==> config.mk <==
export PLATFORM = sky130hd
export DESIGN_NAME = ixu_decode
export DESIGN_NICKNAME = d
export VERILOG_FILES = /design/src/rtl/ixu_decode.sv
export SDC_FILE = /design/constraint.sdc
export NUM_CORES = 1
export LEC_CHECK = 0
export ABC_AREA = 1
export BUFFER_PORTS_ARGS = -buffer_cell sky130_fd_sc_hd__clkbuf_2
export CAP_MARGIN = 20
export CORE_MARGIN = 3
export CORE_UTILIZATION = 25
export CTS_CLUSTER_DIAMETER = 40
export DETAILED_ROUTE_END_ITERATION = 8
export GPL_ROUTABILITY_DRIVEN = 0
export PLACE_DENSITY_LB_ADDON = 0.25
export SYNTH_ARGS = -nofsm -noshare
export SYNTH_HDL_FRONTEND = slang
export SYNTH_SLANG_ARGS = --single-unit
==> constraint.sdc <==
create_clock -name clk -period 2 [get_ports clk]
set_clock_uncertainty 0.2 [all_clocks]
set_input_delay 0.1 -clock clk [delete_from_list [all_inputs] [get_ports clk]]
set_output_delay 0.1 -clock clk [all_outputs]
set_load 0.01 [all_outputs]
==> src/rtl/ixu_decode.sv <==
// RV32I OP/OP-IMM decode and issue stage with forwarding detection and an illegal-word counter.
// Optional IXU_DECODE_SKID_EN selects a 2-entry skid buffer with registered in_ready_o; default is a single output register.
module ixu_decode #(
  parameter int ILL_CNT_W = 8
) (
  input  logic                 clk,
  input  logic                 rst_n,
  input  logic                 flush_i,
  input  logic                 in_valid_i,
  output logic                 in_ready_o,
  input  logic [31:0]          in_instr_i,
  output logic                 out_valid_o,
  input  logic                 out_ready_i,
  output logic [3:0]           op_o,
  output logic [11:0]          imm_o,
  output logic                 is_imm_type_o,
  output logic                 is_nop_o,
  output logic [4:0]           rs1_addr_o,
  output logic [4:0]           rs2_addr_o,
  output logic [4:0]           rd_addr_o,
  output logic                 is_rs1_fwd_o,
  output logic                 is_rs2_fwd_o,
  output logic                 illegal_o,
  output logic [ILL_CNT_W-1:0] ill_cnt_o
);

  localparam logic [3:0] OP_ADD  = 4'd0;
  localparam logic [3:0] OP_SUB  = 4'd1;
  localparam logic [3:0] OP_XOR  = 4'd2;
  localparam logic [3:0] OP_OR   = 4'd3;
  localparam logic [3:0] OP_AND  = 4'd4;
  localparam logic [3:0] OP_SLL  = 4'd5;
  localparam logic [3:0] OP_SRL  = 4'd6;
  localparam logic [3:0] OP_SRA  = 4'd7;
  localparam logic [3:0] OP_SLT  = 4'd8;
  localparam logic [3:0] OP_SLTU = 4'd9;

  localparam logic [6:0] OPC_OP     = 7'b0110011;
  localparam logic [6:0] OPC_OP_IMM = 7'b0010011;

  typedef struct packed {
    logic [3:0]  op;
    logic [11:0] imm;
    logic        is_imm_type;
    logic        is_nop;
    logic [4:0]  rs1;
    logic [4:0]  rs2;
    logic [4:0]  rd;
    logic        rs1_fwd;
    logic        rs2_fwd;
    logic        illegal;
  } bundle_t;

  logic [6:0]           opcode;
  logic [2:0]           funct3;
  logic [6:0]           funct7;
  logic                 dec_legal;
  logic                 dec_is_imm;
  logic [3:0]           dec_op;
  bundle_t              dec;
  bundle_t              head_q;
  logic [4:0]           last_rd_q;
  logic                 last_rd_vld_q;
  logic [ILL_CNT_W-1:0] ill_cnt_q;
  logic                 accept;

  assign opcode = in_instr_i[6:0];
  assign funct3 = in_instr_i[14:12];
  assign funct7 = in_instr_i[31:25];

  always_comb begin
    dec_legal  = 1'b0;
    dec_is_imm = 1'b0;
    dec_op     = OP_ADD;
    case (opcode)
      OPC_OP: begin
        dec_legal = 1'b1;
        if (funct7 == 7'b0000000) begin
          case (funct3)
            3'b000:  dec_op = OP_ADD;
            3'b001:  dec_op = OP_SLL;
            3'b010:  dec_op = OP_SLT;
            3'b011:  dec_op = OP_SLTU;
            3'b100:  dec_op = OP_XOR;
            3'b101:  dec_op = OP_SRL;
            3'b110:  dec_op = OP_OR;
            default: dec_op = OP_AND;
          endcase
        end else if (funct7 == 7'b0100000 && funct3 == 3'b000) begin
          dec_op = OP_SUB;
        end else if (funct7 == 7'b0100000 && funct3 == 3'b101) begin
          dec_op = OP_SRA;
        end else begin
          dec_legal = 1'b0;
        end
      end
      OPC_OP_IMM: begin
        dec_legal  = 1'b1;
        dec_is_imm = 1'b1;
        case (funct3)
          3'b000:  dec_op = OP_ADD;
          3'b010:  dec_op = OP_SLT;
          3'b011:  dec_op = OP_SLTU;
          3'b100:  dec_op = OP_XOR;
          3'b110:  dec_op = OP_OR;
          3'b111:  dec_op = OP_AND;
          3'b001: begin
            dec_op    = OP_SLL;
            dec_legal = (funct7 == 7'b0000000);
          end
          default: begin
            // funct3 101: shift kind is carried in the upper immediate bits
            if (funct7 == 7'b0000000) begin
              dec_op = OP_SRL;
            end else if (funct7 == 7'b0100000) begin
              dec_op = OP_SRA;
            end else begin
              dec_legal = 1'b0;
            end
          end
        endcase
      end
      default: dec_legal = 1'b0;
    endcase
  end

  always_comb begin
    dec = '0;
    if (dec_legal) begin
      dec.op          = dec_op;
      dec.is_imm_type = dec_is_imm;
      dec.imm         = dec_is_imm ? in_instr_i[31:20] : 12'd0;
      dec.rs1         = in_instr_i[19:15];
      dec.rs2         = dec_is_imm ? 5'd0 : in_instr_i[24:20];
      dec.rd          = in_instr_i[11:7];
      dec.is_nop      = (in_instr_i[11:7] == 5'd0);
      // rs2 is forced to 0 for OP-IMM, so the rs2 compare can never hit there
      dec.rs1_fwd     = last_rd_vld_q && (dec.rs1 != 5'd0) && (dec.rs1 == last_rd_q);
      dec.rs2_fwd     = last_rd_vld_q && (dec.rs2 != 5'd0) && (dec.rs2 == last_rd_q);
    end else begin
      dec.is_nop  = 1'b1;
      dec.illegal = 1'b1;
    end
  end

  assign accept = in_valid_i && in_ready_o;

  always_ff @(posedge clk or negedge rst_n) begin
    if (!rst_n) begin
      last_rd_q     <= 5'd0;
      last_rd_vld_q <= 1'b0;
      ill_cnt_q     <= '0;
    end else if (flush_i) begin
      last_rd_vld_q <= 1'b0;
    end else if (accept) begin
      last_rd_q     <= dec.rd;
      last_rd_vld_q <= !dec.is_nop;
      if (dec.illegal && (ill_cnt_q != {ILL_CNT_W{1'b1}})) begin
        ill_cnt_q <= ill_cnt_q + 1'b1;
      end
    end
  end

`ifdef IXU_DECODE_SKID_EN
  typedef enum logic [1:0] {S_EMPTY, S_ONE, S_TWO} state_e;

  state_e  state_q;
  bundle_t skid_q;
  logic    in_ready_q;
  logic    consume;

  assign in_ready_o  = in_ready_q;
  assign out_valid_o = (state_q != S_EMPTY);
  assign consume     = out_valid_o && out_ready_i;

  always_ff @(posedge clk or negedge rst_n) begin
    if (!rst_n) begin
      state_q    <= S_EMPTY;
      head_q     <= '0;
      skid_q     <= '0;
      in_ready_q <= 1'b1;
    end else if (flush_i) begin
      state_q    <= S_EMPTY;
      head_q     <= '0;
      skid_q     <= '0;
      in_ready_q <= 1'b1;
    end else begin
      case (state_q)
        S_EMPTY: begin
          if (accept) begin
            head_q  <= dec;
            state_q <= S_ONE;
          end
        end
        S_ONE: begin
          if (accept && consume) begin
            head_q <= dec;
          end else if (accept) begin
            skid_q     <= dec;
            state_q    <= S_TWO;
            in_ready_q <= 1'b0;
          end else if (consume) begin
            state_q <= S_EMPTY;
          end
        end
        S_TWO: begin
          if (consume) begin
            head_q     <= skid_q;
            state_q    <= S_ONE;
            in_ready_q <= 1'b1;
          end
        end
        default: begin
          state_q    <= S_EMPTY;
          in_ready_q <= 1'b1;
        end
      endcase
    end
  end
`else
  logic valid_q;

  assign in_ready_o  = !valid_q || out_ready_i;
  assign out_valid_o = valid_q;

  always_ff @(posedge clk or negedge rst_n) begin
    if (!rst_n) begin
      valid_q <= 1'b0;
      head_q  <= '0;
    end else if (flush_i) begin
      valid_q <= 1'b0;
      head_q  <= '0;
    end else if (accept) begin
      valid_q <= 1'b1;
      head_q  <= dec;
    end else if (out_ready_i) begin
      valid_q <= 1'b0;
    end
  end
`endif

  assign op_o          = head_q.op;
  assign imm_o         = head_q.imm;
  assign is_imm_type_o = head_q.is_imm_type;
  assign is_nop_o      = head_q.is_nop;
  assign rs1_addr_o    = head_q.rs1;
  assign rs2_addr_o    = head_q.rs2;
  assign rd_addr_o     = head_q.rd;
  assign is_rs1_fwd_o  = head_q.rs1_fwd;
  assign is_rs2_fwd_o  = head_q.rs2_fwd;
  assign illegal_o     = head_q.illegal;
  assign ill_cnt_o     = ill_cnt_q;

endmodule

==> results.ini, run 1 <==
[logic_synthesis]
yosysWarnings=0
synth_top_area_cell=dfrtp_1
yosysTopAreaCellShare_pct=50.6
ys_seq_elements=51
synth_cell_types=26
syn-cell-area_mm2=0.00252
ys_seq_area_share_pct=50.6
synth_nets=365
syn_avg_cell_area_um2=7.71
synth_area_leaders=dfrtp_1 (51%), nand2_1 (19%), inv_1 (5.7%)
syn_inst=327

[setup_path]
reg2reg_depth=8
cpMaxStageDelayCell=dlygate4sd3_1
end_kind=flip-flop
crit_end=imm_o[3]$_DFFE_PN0P_
startpoint_type=input port
worst-path-buf-inv=2
cp_num_cells=11
path_class=in2reg
cpPeakStageDelay_ps=530
critPathTopFamily=simple AND/OR/NAND/NOR gates
rr_endpoint=ill_cnt_o[6]$_DFFE_PN0P_
critical_path_required_ps=2040
crit_top_cell=nand2_1
rrSetupSlack_ps=240
cp_max_fo=14
path_cells=dlygate4sd3_1 -> clkbuf_2 -> nor2_1 -> nand3_1 -> nand2_1 -> nand3_2 -> nand2_4 -> nand2_8 -> nor2_4 -> nand2_1 -> nand2_1
critPathArrivalTime_ps=1880
r2r-start=ill_cnt_o[0]$_DFFE_PN0P_
startpoint=in_instr_i[26]

[power]
p_leak_nw=1.95
p_per_area_mw_per_mm2=627
vdd_drop_max_mv=0.282

[timing]
hold_viol_final=0
setup_violations=0
drv_slew=0
worst_pin_slew_ps=536
slew_headroom_pct=64.3
fin_crit_ps=1830
post-route-period-util_pct=91.7
fmax_ghz=0.546
whs_ps=67.6
rsz0062_at_grt=no
setup_tns_ps=0

[detailed_routing]
wl_per_cell_um=12.6
drc=0
drtIter0Drc=144
dr.pass1.iters=4
finalWirelength_um=7270
vias=2457
vias_per_cell=4.26
antenna_left=0

[layout]
syn_to_final_growth_pct=40.3
nets=481
fill_cells=1049
finish.utilization_pct=36.2
postLayoutCellArea_mm2=0.00354
drive_gt1_share_pct=24.1
antennaDiodeCount=0

[place]
io_buffer_count=82
hpwl_um=5100
dpl_cell_area_mm2=0.00310

[clock_tree]
cts.clk_slew.worst_paths_ps=100
cts_tree=yes
cts_htree_levels=2
max-clock-path-buffers=2
cts_buffers=5
cts.sinks=51
clk_latency_ps=300
clockRootBuffer=clkbuf_8

[floorplanning]
dieArea_mm2=0.0113
fp-row-count=36
die-height_um=106
start_util_pct=25.8
die_width_um=106
io_pins=83
core_area_mm2=0.00977

[hold_path]
hp-class=in2reg
worstHoldStart=in_valid_i

[global_route]
grt_overflow=0
busiest_layer=met2
use_met2_pct=20.5
use_met1_pct=16.8
antenna_found_initial=0
grt_pass1_vias=2321
track_usage_pct=12.6
grt_pass1_wl_um=11500
grt_start_max_net_pins=38
gr-usage-met3_pct=3.28

[job]
drv_cap=0

[status]
status=complete, no violations

## metrics by stage
step / setup WS, ps / total power [W] / cells
2_1_floorplan: 297 / 0.00130 / 327
3_3_place_gp: 84.9 / 0.00146 / 537
3_5_place_dp: 26.0 / 0.00147 / 537
4_1_cts: 9.29 / 0.00226 / 573
5_1_grt: 5.39 / 0.00235 / 577
6_report: 167 / 0.00222 / 577
## metal layers
metal	wire [um]	vias up
met5	0	-
met4	16	0
met3	382	3
met2	3440	58
met1	3440	1134
li1	-	1262
## worst min path at each step
| stage | cells past startpoint | endpoint |
|---|---|---|
| 6_report | 5 | is_nop_o$_DFFE_PN0P_ |
| 5_1_grt | 5 | is_nop_o$_DFFE_PN0P_ |
| 4_1_cts | 5 | is_nop_o$_DFFE_PN0P_ |
| 3_5_place_dp | 1 | imm_o[7]$_DFFE_PN0P_ |
| 3_3_place_gp | 1 | is_rs1_fwd_o$_DFFE_PN0P_ |
| 2_1_floorplan | 0 | ill_cnt_o[0]$_DFFE_PN0P_ |
## where the power goes
part / total, W / switching (W) / internal (W)
sequential: 0.00112 / 0.0000494 / 0.00107
combinational: 0.000370 / 0.000204 / 0.000165
clock: 0.000729 / 0.000356 / 0.000373
total: 0.00222 / 0.000610 / 0.00161
## tightest hold or removal path, cell delays in order
cell and delay, ps:
clkbuf_2 90, nand2_1 120, nor2_4 110, nand2_1 80, nand2_1 40
## timing repair
action / CTS / global route
gates resized for setup: 0 / 2
hold endpoints to repair: 58 / 0
setup buffers: 0 / 2
hold buffers: 28 / 0
endpoints found under the setup margin: 0 / 26
## area by class of cell
cell class	count	area, um^2	area share (%)
multi-input cells	229	1080	30.4
repair buffers	115	753	21.3
flip-flops and latches	51	1280	36.1
inverters	41	154	4.35
well taps	133	166	4.70
clock buffers	5	68.8	1.94
clock inverters	3	43.8	1.24
## cell usage after synthesis
cell type,n
nand2_1,125
dfrtp_1,51
inv_1,38
o21ai_1,22
nor2_1,21
nand3_1,16
o22ai_1,9
o21ai_0,7
a21oi_1,6
buf_2,5
xnor2_1,4
nand4_1,3
buf_4,2
inv_2,2
nand2_2,2
nand3_2,2
nor3_1,2
xor2_1,2
and2_1,1
buf_6,1
clkinv_1,1
ha_1,1
nand2_4,1
nor2_2,1
nor2_4,1
nor2_8,1
## registers in the layout (all words and copies together) (netlist names)
name,count
last_rd_vld_q,1
illegal_o,1
rd_addr_o,5
is_rs2_fwd_o,1
op_o,4
rs2_addr_o,5
imm_o,12
ill_cnt_o,8
rs1_addr_o,5
is_nop_o,1
is_imm_type_o,1
last_rd_q,5
out_valid_o,1
is_rs1_fwd_o,1
## logic make-up after synthesis
logic type / synth area share (%)
compound gates: 9.18
fa+ha+maj: 0.496
flops: 50.6
buf+inv: 8.13
simple gates: 29.5
xor+xnor: 2.08
## cell usage in the layout, fill, tap and decap left out, types with 2 or more instances in the layout
| master | instances |
|---|---|
| clkbuf_2 | 82 |
| xnor2_1 | 4 |
| o21ai_0 | 7 |
| buf_4 | 3 |
| inv_2 | 2 |
| nand4_1 | 3 |
| nand2_4 | 2 |
| o22ai_1 | 9 |
| clkbuf_8 | 5 |
| nor3_1 | 2 |
| nand3_2 | 2 |
| dfrtp_1 | 51 |
| xor2_1 | 2 |
| buf_12 | 2 |
| nor2_1 | 21 |
| dlygate4sd3_1 | 28 |
| nand2_1 | 125 |
| a21oi_1 | 6 |
| nand3_1 | 16 |
| inv_1 | 38 |
| nor2_4 | 2 |
| o21ai_1 | 22 |
(Power assumes the default switching activity.)
==> run 2: changes to the inputs <==
Settings changed: CELL_PAD_IN_SITES_DETAIL_PLACEMENT from default to 1, CELL_PAD_IN_SITES_GLOBAL_PLACEMENT from default to 1, CORE_MARGIN 3 to 5.
==> run 2 against run 1 <==
Clock-buffer cell count up 2. Non-clock buffer count up 3. Critical path depth down 1. Sequential share of layout area about the same. Worst setup slack worse by 66 ps. Largest cell class unchanged. Global-route usage up 0.38 points. First-iteration DRC count down 55%. Register-to-register slack better by 60 ps. Power down 2.8%. Routed wire length up 8.9%. Hold slack better by 72 ps.
==> results.ini, run 2 (synthesis results as in run 1) <==
[floorplanning]
dieArea_mm2=0.0122  ; was 0.0113 mm^2
io_pins=83  ; unchanged
die-height_um=110  ; was 106 um
die_width_um=110  ; was 106 um
fp-row-count=36  ; unchanged
start_util_pct=25.7  ; was 25.8%
core_area_mm2=0.00982  ; was 0.00977 mm^2

[global_route]
grt_overflow=0  ; unchanged
gr-usage-met3_pct=2.90  ; was 3.28%
grt_start_max_net_pins=52  ; was 38
use_met2_pct=22.4  ; was 20.5%
antenna_found_initial=0  ; unchanged
grt_pass1_vias=2660  ; was 2321
use_met1_pct=16.8  ; about the same
track_usage_pct=13.0  ; was 12.6%
busiest_layer=met2  ; unchanged
grt_pass1_wl_um=13300  ; was 11500 um

[power]
switching_share_pct=28.0  ; was 27.5%
p_per_area_mw_per_mm2=609  ; was 627 mW/mm^2
p_leak_nw=1.94  ; was 1.95 nW
p_switching_w=0.000603  ; was 0.000610 W
p_comb_share_pct=17.4  ; was 16.7%
p_clk_share_pct=30.7  ; was 32.9%
pwr-share-seq_pct=51.9  ; was 50.5%
p_int_w=0.00155  ; was 0.00161 W
vdd_drop_max_mv=0.360  ; was 0.282 mV

[setup_path]
crit_top_cell=nand3_2  ; was nand2_1
rr_endpoint=ill_cnt_o[3]$_DFFE_PN0P_  ; was ill_cnt_o[6]$_DFFE_PN0P_
path_class=in2reg  ; unchanged
rrSetupSlack_ps=300  ; was 240 ps
critPathTopFamily=buffers and inverters  ; was simple AND/OR/NAND/NOR gates
cp_max_fo=15  ; was 14
cpMaxStageDelayCell=dlygate4sd3_1  ; unchanged
r2r-start=ill_cnt_o[0]$_DFFE_PN0P_  ; unchanged
end_kind=flip-flop  ; unchanged
worst-path-buf-inv=4  ; was 2
cpPeakStageDelay_ps=550  ; was 530 ps
startpoint_type=input port  ; unchanged
critPathArrivalTime_ps=1920  ; was 1880 ps
path_cells=dlygate4sd3_1 -> clkbuf_2 -> nor2_1 -> nand3_2 -> clkinv_1 -> nand3_2 -> nand2_4 -> nand2_8 -> buf_4 -> o21ai_1  ; was dlygate4sd3_1 -> clkbuf_2 -> nor2_1 -> nand3_1 -> nand2_1 -> nand3_2 -> nand2_4 -> nand2_8 -> nor2_4 -> nand2_1 -> nand2_1
critical_path_required_ps=2020  ; was 2040 ps
reg2reg_depth=8  ; unchanged

[layout]
layout_common_cells=nand2_1 (125), clkbuf_2 (82), dfrtp_1 (51)  ; unchanged
antennaDiodeCount=0  ; unchanged
multi_input_area_mm2=0.00108  ; about the same
largest_register_ffs=12  ; unchanged
postLayoutCellArea_mm2=0.00354  ; about the same
drive_gt1_share_pct=24.9  ; was 24.1%
regArea_mm2=0.00128  ; unchanged
final_common_cell=nand2_1  ; unchanged
nets=483  ; was 481
finish.utilization_pct=36.1  ; was 36.2%
syn_to_final_growth_pct=40.4  ; was 40.3%
fill_cells=1250  ; was 1049

[hold_path]
min_delay_path_depth=7  ; was 5
hp-class=in2reg  ; unchanged
worstHoldStart=in_instr_i[12]  ; was in_valid_i
min_to=op_o[2]$_DFFE_PN0P_  ; was is_nop_o$_DFFE_PN0P_

[clock_tree]
cts.sinks=51  ; unchanged
cts_tree=yes  ; unchanged
clockRootBuffer=clkbuf_8  ; unchanged
cts_htree_levels=2  ; unchanged
clk_latency_ps=300  ; about the same
max-clock-path-buffers=2  ; unchanged
cts.clk_slew.worst_paths_ps=90  ; was 100 ps
cts_buffers=5  ; unchanged

[detailed_routing]
finalWirelength_um=7920  ; was 7270 um
vias=2520  ; was 2457
drc=0  ; unchanged
vias_per_cell=4.35  ; was 4.26
wl_per_cell_um=13.7  ; was 12.6 um
drtIter0Drc=65  ; was 144
dr.pass1.iters=4  ; unchanged
antenna_left=0  ; unchanged

[timing]
slew_headroom_pct=53.7  ; was 64.3%
fin_crit_ps=1900  ; was 1830 ps
worst_pin_slew_ps=694  ; was 536 ps
rsz0062_at_grt=no  ; unchanged
fmax_ghz=0.526  ; was 0.546 GHz
drv_slew=0  ; unchanged
hold_viol_final=0  ; unchanged
setup_violations=0  ; unchanged
setup_ws_ps=101  ; was 167 ps
setup_tns_ps=0  ; unchanged
post-route-period-util_pct=95.0  ; was 91.7%

[place]
dpl_cell_area_mm2=0.00310  ; about the same
hpwl_um=5680  ; was 5100 um
dp_slack_ps=-22.7  ; was 26.0 ps
io_buffer_count=82  ; unchanged

[job]
drv_cap=0  ; unchanged

[status]
status=complete, no violations  ; unchanged

==> run 2: changes by cell type in the layout (fill, tap and decap cells not counted), moves of 2 or more <==
| cell | before | now |
|---|---|---|
| clkbuf_8 | 5 | 7 |
| nor2_2 | 1 | 3 |
| buf_4 | 3 | 6 |
| nor2_1 | 21 | 19 |
==> run 2: worst max-delay path by stage <==
| stage | start | end | slack, ps | cells after the start |
|---|---|---|---|---|
| 6_report | in_instr_i[31] | rd_addr_o[3]$_DFFE_PN0P_ | 100 | 10 |
| 3_3_place_gp | ill_cnt_o[0]$_DFFE_PN0P_ | ill_cnt_o[1]$_DFFE_PN0P_ | 40 | 7 |
| 2_1_floorplan | ill_cnt_o[0]$_DFFE_PN0P_ | ill_cnt_o[6]$_DFFE_PN0P_ | 300 | 8 |
| 5_1_grt | in_instr_i[31] | rs1_addr_o[2]$_DFFE_PN0P_ | 2 | 10 |
| 3_5_place_dp | ill_cnt_o[0]$_DFFE_PN0P_ | ill_cnt_o[5]$_DFFE_PN0P_ | -20 | 7 |
| 4_1_cts | in_instr_i[28] | rs1_addr_o[2]$_DFFE_PN0P_ | 10 | 10 |
==> run 2: through the flow <==
| step | hold WS [ps] | total power [W] | instances |
|---|---|---|---|
| finish | 140 | 0.00216 | 579 |
| global route | 183 | 0.00230 | 579 |
| CTS | 116 | 0.00222 | 578 |
| detailed placement | 84.7 | 0.00147 | 539 |
| global placement | 76.1 | 0.00146 | 539 |
| floorplan | -396 | 0.00130 | 327 |
==> run 2: repair_timing <==
item,in CTS,in global routing
hold endpoints to repair,88,0
pin swaps,1,1
cloned,0,1
resized for setup,0,5
hold buffers,29,0
setup buffers,2,0
endpoints found under the setup margin,7,27
==> run 2: worst reg2reg max path, delay by kind of cell (launching register included) <==
| family | cells | cell delay [ps] |
|---|---|---|
| AOI/OAI and AO/OA | 1 | 70 |
| adders and majority gates | 1 | 210 |
| buffers and inverters | 1 | 160 |
| DFF | 1 | 420 |
| and+or+nand+nor | 5 | 580 |
==> run 2: routing by layer <==
| metal | share of wire (%) | vias up |
|---|---|---|
| met5 | 0 | - |
| met4 | 0.72 | 0 |
| met3 | 3.7 | 7 |
| met2 | 49 | 51 |
| met1 | 46 | 1198 |
| li1 | - | 1264 |
==> run 2: area by class of cell <==
class / count / share of cell area [%]
Clock inverter: 1 / 0.212
Clock buffer: 7 / 2.72
Sequential cell: 51 / 36.0
Tap cell: 133 / 4.70
Inverter: 41 / 4.34
Multi-Input combinational cell: 228 / 30.4
Timing Repair Buffer: 118 / 21.6
==> run 2: power by group through the flow <==
stage	Combinational (W)	Sequential, W	Clock, W
3_5_place_dp	0.000332	0.00114	0
6_report	0.000376	0.00112	0.000662
4_1_cts	0.000382	0.00112	0.000715
5_1_grt	0.000427	0.00113	0.000745
2_1_floorplan	0.000152	0.00115	0
3_3_place_gp	0.000324	0.00114	0
==> run 3: changes to the inputs <==
Settings changed: ABC_AREA 1 to default.
==> run 3 against run 2 <==
Die area fell by 5.9%. Cell area fell by 1.8%. Non-clock buffer count rose by 10. Synthesized area fell by 6.4%. Register-to-register slack got worse by 110 ps. Maximum frequency rose by 1.9%. Worst setup slack improved by 36 ps. Clock power rose by 17%. Core utilization rose by 1.6 points. Critical path type unchanged. Largest power group unchanged. Highest routed layer unchanged.
==> results.ini, run 3 <==
[logic_synthesis]
synth_cell_types=44  ; was 26
syn_avg_cell_area_um2=12.1  ; was 7.71 um^2
yosysWarnings=0  ; unchanged
syn-cell-area_mm2=0.00236  ; was 0.00252 mm^2
synth_top_area_cell=dfrtp_1  ; unchanged
yosysTopAreaCellShare_pct=54.1  ; was 50.6%
syn_inst=195  ; was 327
synth_ff_type=dfrtp_1  ; unchanged
synthAdderAreaFrac_pct=0.530  ; was 0.496%
synth_mux_area_share_pct=0.901  ; was 0%
synth.most_common_cell=dfrtp_1  ; was nand2_1
synth_compound_area_share_pct=21.5  ; was 9.18%
synthSimpleGateAreaFrac_pct=15.2  ; was 29.5%
synth_top_family_by_area=compound AO/OA/AOI/OAI gates  ; was simple AND/OR/NAND/NOR gates
ys_seq_area_share_pct=54.1  ; was 50.6%
ys_seq_elements=51  ; unchanged
synth_nets=233  ; was 365
synthArstFlopShare_pct=100  ; unchanged
synth_commonest_cells=dfrtp_1 (51), a22o_1 (32), nand2_1 (14), xnor2_1 (12), a21oi_1 (8)  ; was nand2_1 (125), dfrtp_1 (51), inv_1 (38), o21ai_1 (22), nor2_1 (21)
synth_area_leaders=dfrtp_1 (54%), a22o_1 (12%), xnor2_1 (4.5%)  ; was dfrtp_1 (51%), nand2_1 (19%), inv_1 (5.7%)
synth_edf_count=0  ; unchanged
synth-xor-area-share_pct=5.57  ; was 2.08%

[clock_tree]
cts_htree_levels=2  ; unchanged
post-cts-setup-buffers=0  ; was 2
cts.sinks=51  ; unchanged
cts.clk_slew.worst_paths_ps=90  ; about the same
cts_tree=yes  ; unchanged
max-clock-path-buffers=2  ; unchanged
cts_buffers=5  ; unchanged
clockRootBuffer=clkbuf_8  ; unchanged
clk_latency_ps=300  ; about the same

[layout]
drive_gt1_share_pct=39.2  ; was 24.9%
postLayoutCellArea_mm2=0.00348  ; was 0.00354 mm^2
final_common_cell=clkbuf_2  ; was nand2_1
nets=361  ; was 483
finish.utilization_pct=37.7  ; was 36.1%
largest_register_ffs=12  ; unchanged
layout_common_cells=clkbuf_2 (82), dfrtp_1 (51), a22o_1 (32)  ; was nand2_1 (125), clkbuf_2 (82), dfrtp_1 (51)
antennaDiodeCount=0  ; unchanged
syn_to_final_growth_pct=47.5  ; was 40.4%

[setup_path]
cp_max_fo=13  ; was 15
path_cells=dlygate4sd3_1 -> clkbuf_2 -> nand3b_1 -> buf_4 -> nor3_4 -> buf_12 -> a22o_1  ; was dlygate4sd3_1 -> clkbuf_2 -> nor2_1 -> nand3_2 -> clkinv_1 -> nand3_2 -> nand2_4 -> nand2_8 -> buf_4 -> o21ai_1
end_kind=flip-flop  ; unchanged
startpoint_type=input port  ; unchanged
worst-path-buf-inv=4  ; unchanged
cpMaxStageDelayCell=dlygate4sd3_1  ; unchanged
critical_path_required_ps=2050  ; was 2020 ps
cpPeakStageDelay_ps=530  ; was 550 ps
path_class=in2reg  ; unchanged
critPathTopFamily=buffers and inverters  ; unchanged
critPathArrivalTime_ps=1910  ; was 1920 ps

[timing]
worst_pin_slew_ps=668  ; was 694 ps
fmax_ghz=0.537  ; was 0.526 GHz
setup_ws_ps=137  ; was 101 ps
slew_headroom_pct=55.4  ; was 53.7%
drv_slew=0  ; unchanged
post-route-period-util_pct=93.2  ; was 95.0%
hold_viol_final=0  ; unchanged
rsz0062_at_grt=no  ; unchanged
setup_violations=0  ; unchanged
fin_crit_ps=1860  ; was 1900 ps

[global_route]
grt_start_max_net_pins=52  ; unchanged
antenna_found_initial=0  ; unchanged
grt_overflow=0  ; unchanged
grt_pass1_vias=2291  ; was 2660
grt_pass1_wl_um=11800  ; was 13300 um
track_usage_pct=12.8  ; was 13.0%

[status]
status=complete, no violations  ; unchanged

[detailed_routing]
antenna_left=0  ; unchanged
dr.pass1.iters=4  ; unchanged
finalWirelength_um=7090  ; was 7920 um
wl_per_cell_um=15.7  ; was 13.7 um
vias=2112  ; was 2520
drtIter0Drc=62  ; was 65
vias_per_cell=4.66  ; was 4.35
drc=0  ; unchanged

[floorplanning]
start_util_pct=25.5  ; was 25.7%
die-height_um=107  ; was 110 um
dieArea_mm2=0.0115  ; was 0.0122 mm^2
fp-row-count=35  ; was 36
core_area_mm2=0.00924  ; was 0.00982 mm^2
io_pins=83  ; unchanged
die_width_um=107  ; was 110 um

[power]
p_per_area_mw_per_mm2=690  ; was 609 mW/mm^2
vdd_drop_max_mv=0.404  ; was 0.360 mV
p_leak_nw=1.68  ; was 1.94 nW

[job]
drv_cap=0  ; unchanged

[place]
dp_slack_ps=-117  ; was -22.7 ps
hpwl_um=5200  ; was 5680 um
io_buffer_count=82  ; unchanged
dpl_cell_area_mm2=0.00308  ; was 0.00310 mm^2

[hold_path]
hp-class=in2reg  ; unchanged

==> run 3: changes by cell type after synthesis, moves of 3 or more <==
cell	delta
nor4_1	+3
nor2b_1	+3
o22ai_1	-9
nor2_1	-15
a22o_1	+32
inv_1	-35
nor3_1	+5
clkbuf_1	+5
o21ai_1	-20
a32o_1	+4
nand2_1	-111
xnor2_1	+8
nand3_1	-11
buf_2	-5
==> run 3: cells by family (layout without fill, tap and decap cells) <==
| kind of cell | count (synthesis) | count (layout) |
|---|---|---|
| xor gates and xnor gates | 15 | 15 |
| buffers and inverters | 10 | 139 |
| DFF | 51 | 51 |
| muxes | 2 | 2 |
| and+or+nand+nor | 56 | 56 |
| adders and majority gates | 1 | 1 |
| AOI/OAI and AO/OA | 60 | 60 |
==> run 3: worst min-delay path, cell delays in order <==
cell and delay, ps:
clkbuf_2 160, a221oi_1 110, a22o_1 200
==> run 3: cell type report <==
cell class,count,area (um^2)
clock buffer,6,82.6
clock inverter,2,38.8
fill,1046,5760
inverter,3,11.3
multi-input combinational,134,1060
sequential,51,1280
tap,129,161
timing repair buffer,128,846
==> run 3: final timing paths <==
check,start,endpoint,slack [ps],cells after the start
max,flush_i,imm_o[7]$_DFFE_PN0P_,140,7
min,in_instr_i[5],op_o[0]$_DFFE_PN0P_,100,3
max reg2reg,out_valid_o$_DFFE_PN0P_,imm_o[7]$_DFFE_PN0P_,190,6
min reg2reg,is_imm_type_o$_DFFE_PN0P_,is_imm_type_o$_DFFE_PN0P_,300,1
max in group asynchronous,rst_n,imm_o[5]$_DFFE_PN0P_,910,3
min in group asynchronous,rst_n,rd_addr_o[0]$_DFFE_PN0P_,240,3
==> run 3: through the flow <==
| step | cells | setup TNS, ps | total power (W) | hold slack (ps) |
|---|---|---|---|---|
| 2_1_floorplan | 195 | 0 | 0.00135 | -396 |
| 3_3_place_gp | 419 | -1600 | 0.00160 | 74.9 |
| 3_5_place_dp | 419 | -3070 | 0.00161 | 81.1 |
| 4_1_cts | 453 | 0 | 0.00244 | 86.1 |
| 5_1_grt | 453 | 0 | 0.00255 | 114 |
| 6_report | 453 | 0 | 0.00240 | 100 |
==> run 3: report_power, final <==
| part | internal (W) | total [W] | switching (W) |
|---|---|---|---|
| logic | 0.000226 | 0.000464 | 0.000239 |
| clock network | 0.000412 | 0.000777 | 0.000365 |
| registers | 0.00109 | 0.00116 | 0.0000672 |
| total | 0.00173 | 0.00240 | 0.000670 |
==> run 3: timing repair <==
item / CTS / global route
gates resized for setup: 0 / 3
endpoints found under the setup margin: 0 / 6
hold buffers: 26 / 0
hold endpoints to repair: 86 / 0
==> run 3: routing by layer <==
layer | part of all wire, % | track usage [%]
met4 | 1.6 | 4.20
met2 | 48 | 21.8
met5 | 0 | 0
met3 | 4.8 | 2.65
met1 | 45 | 16.2
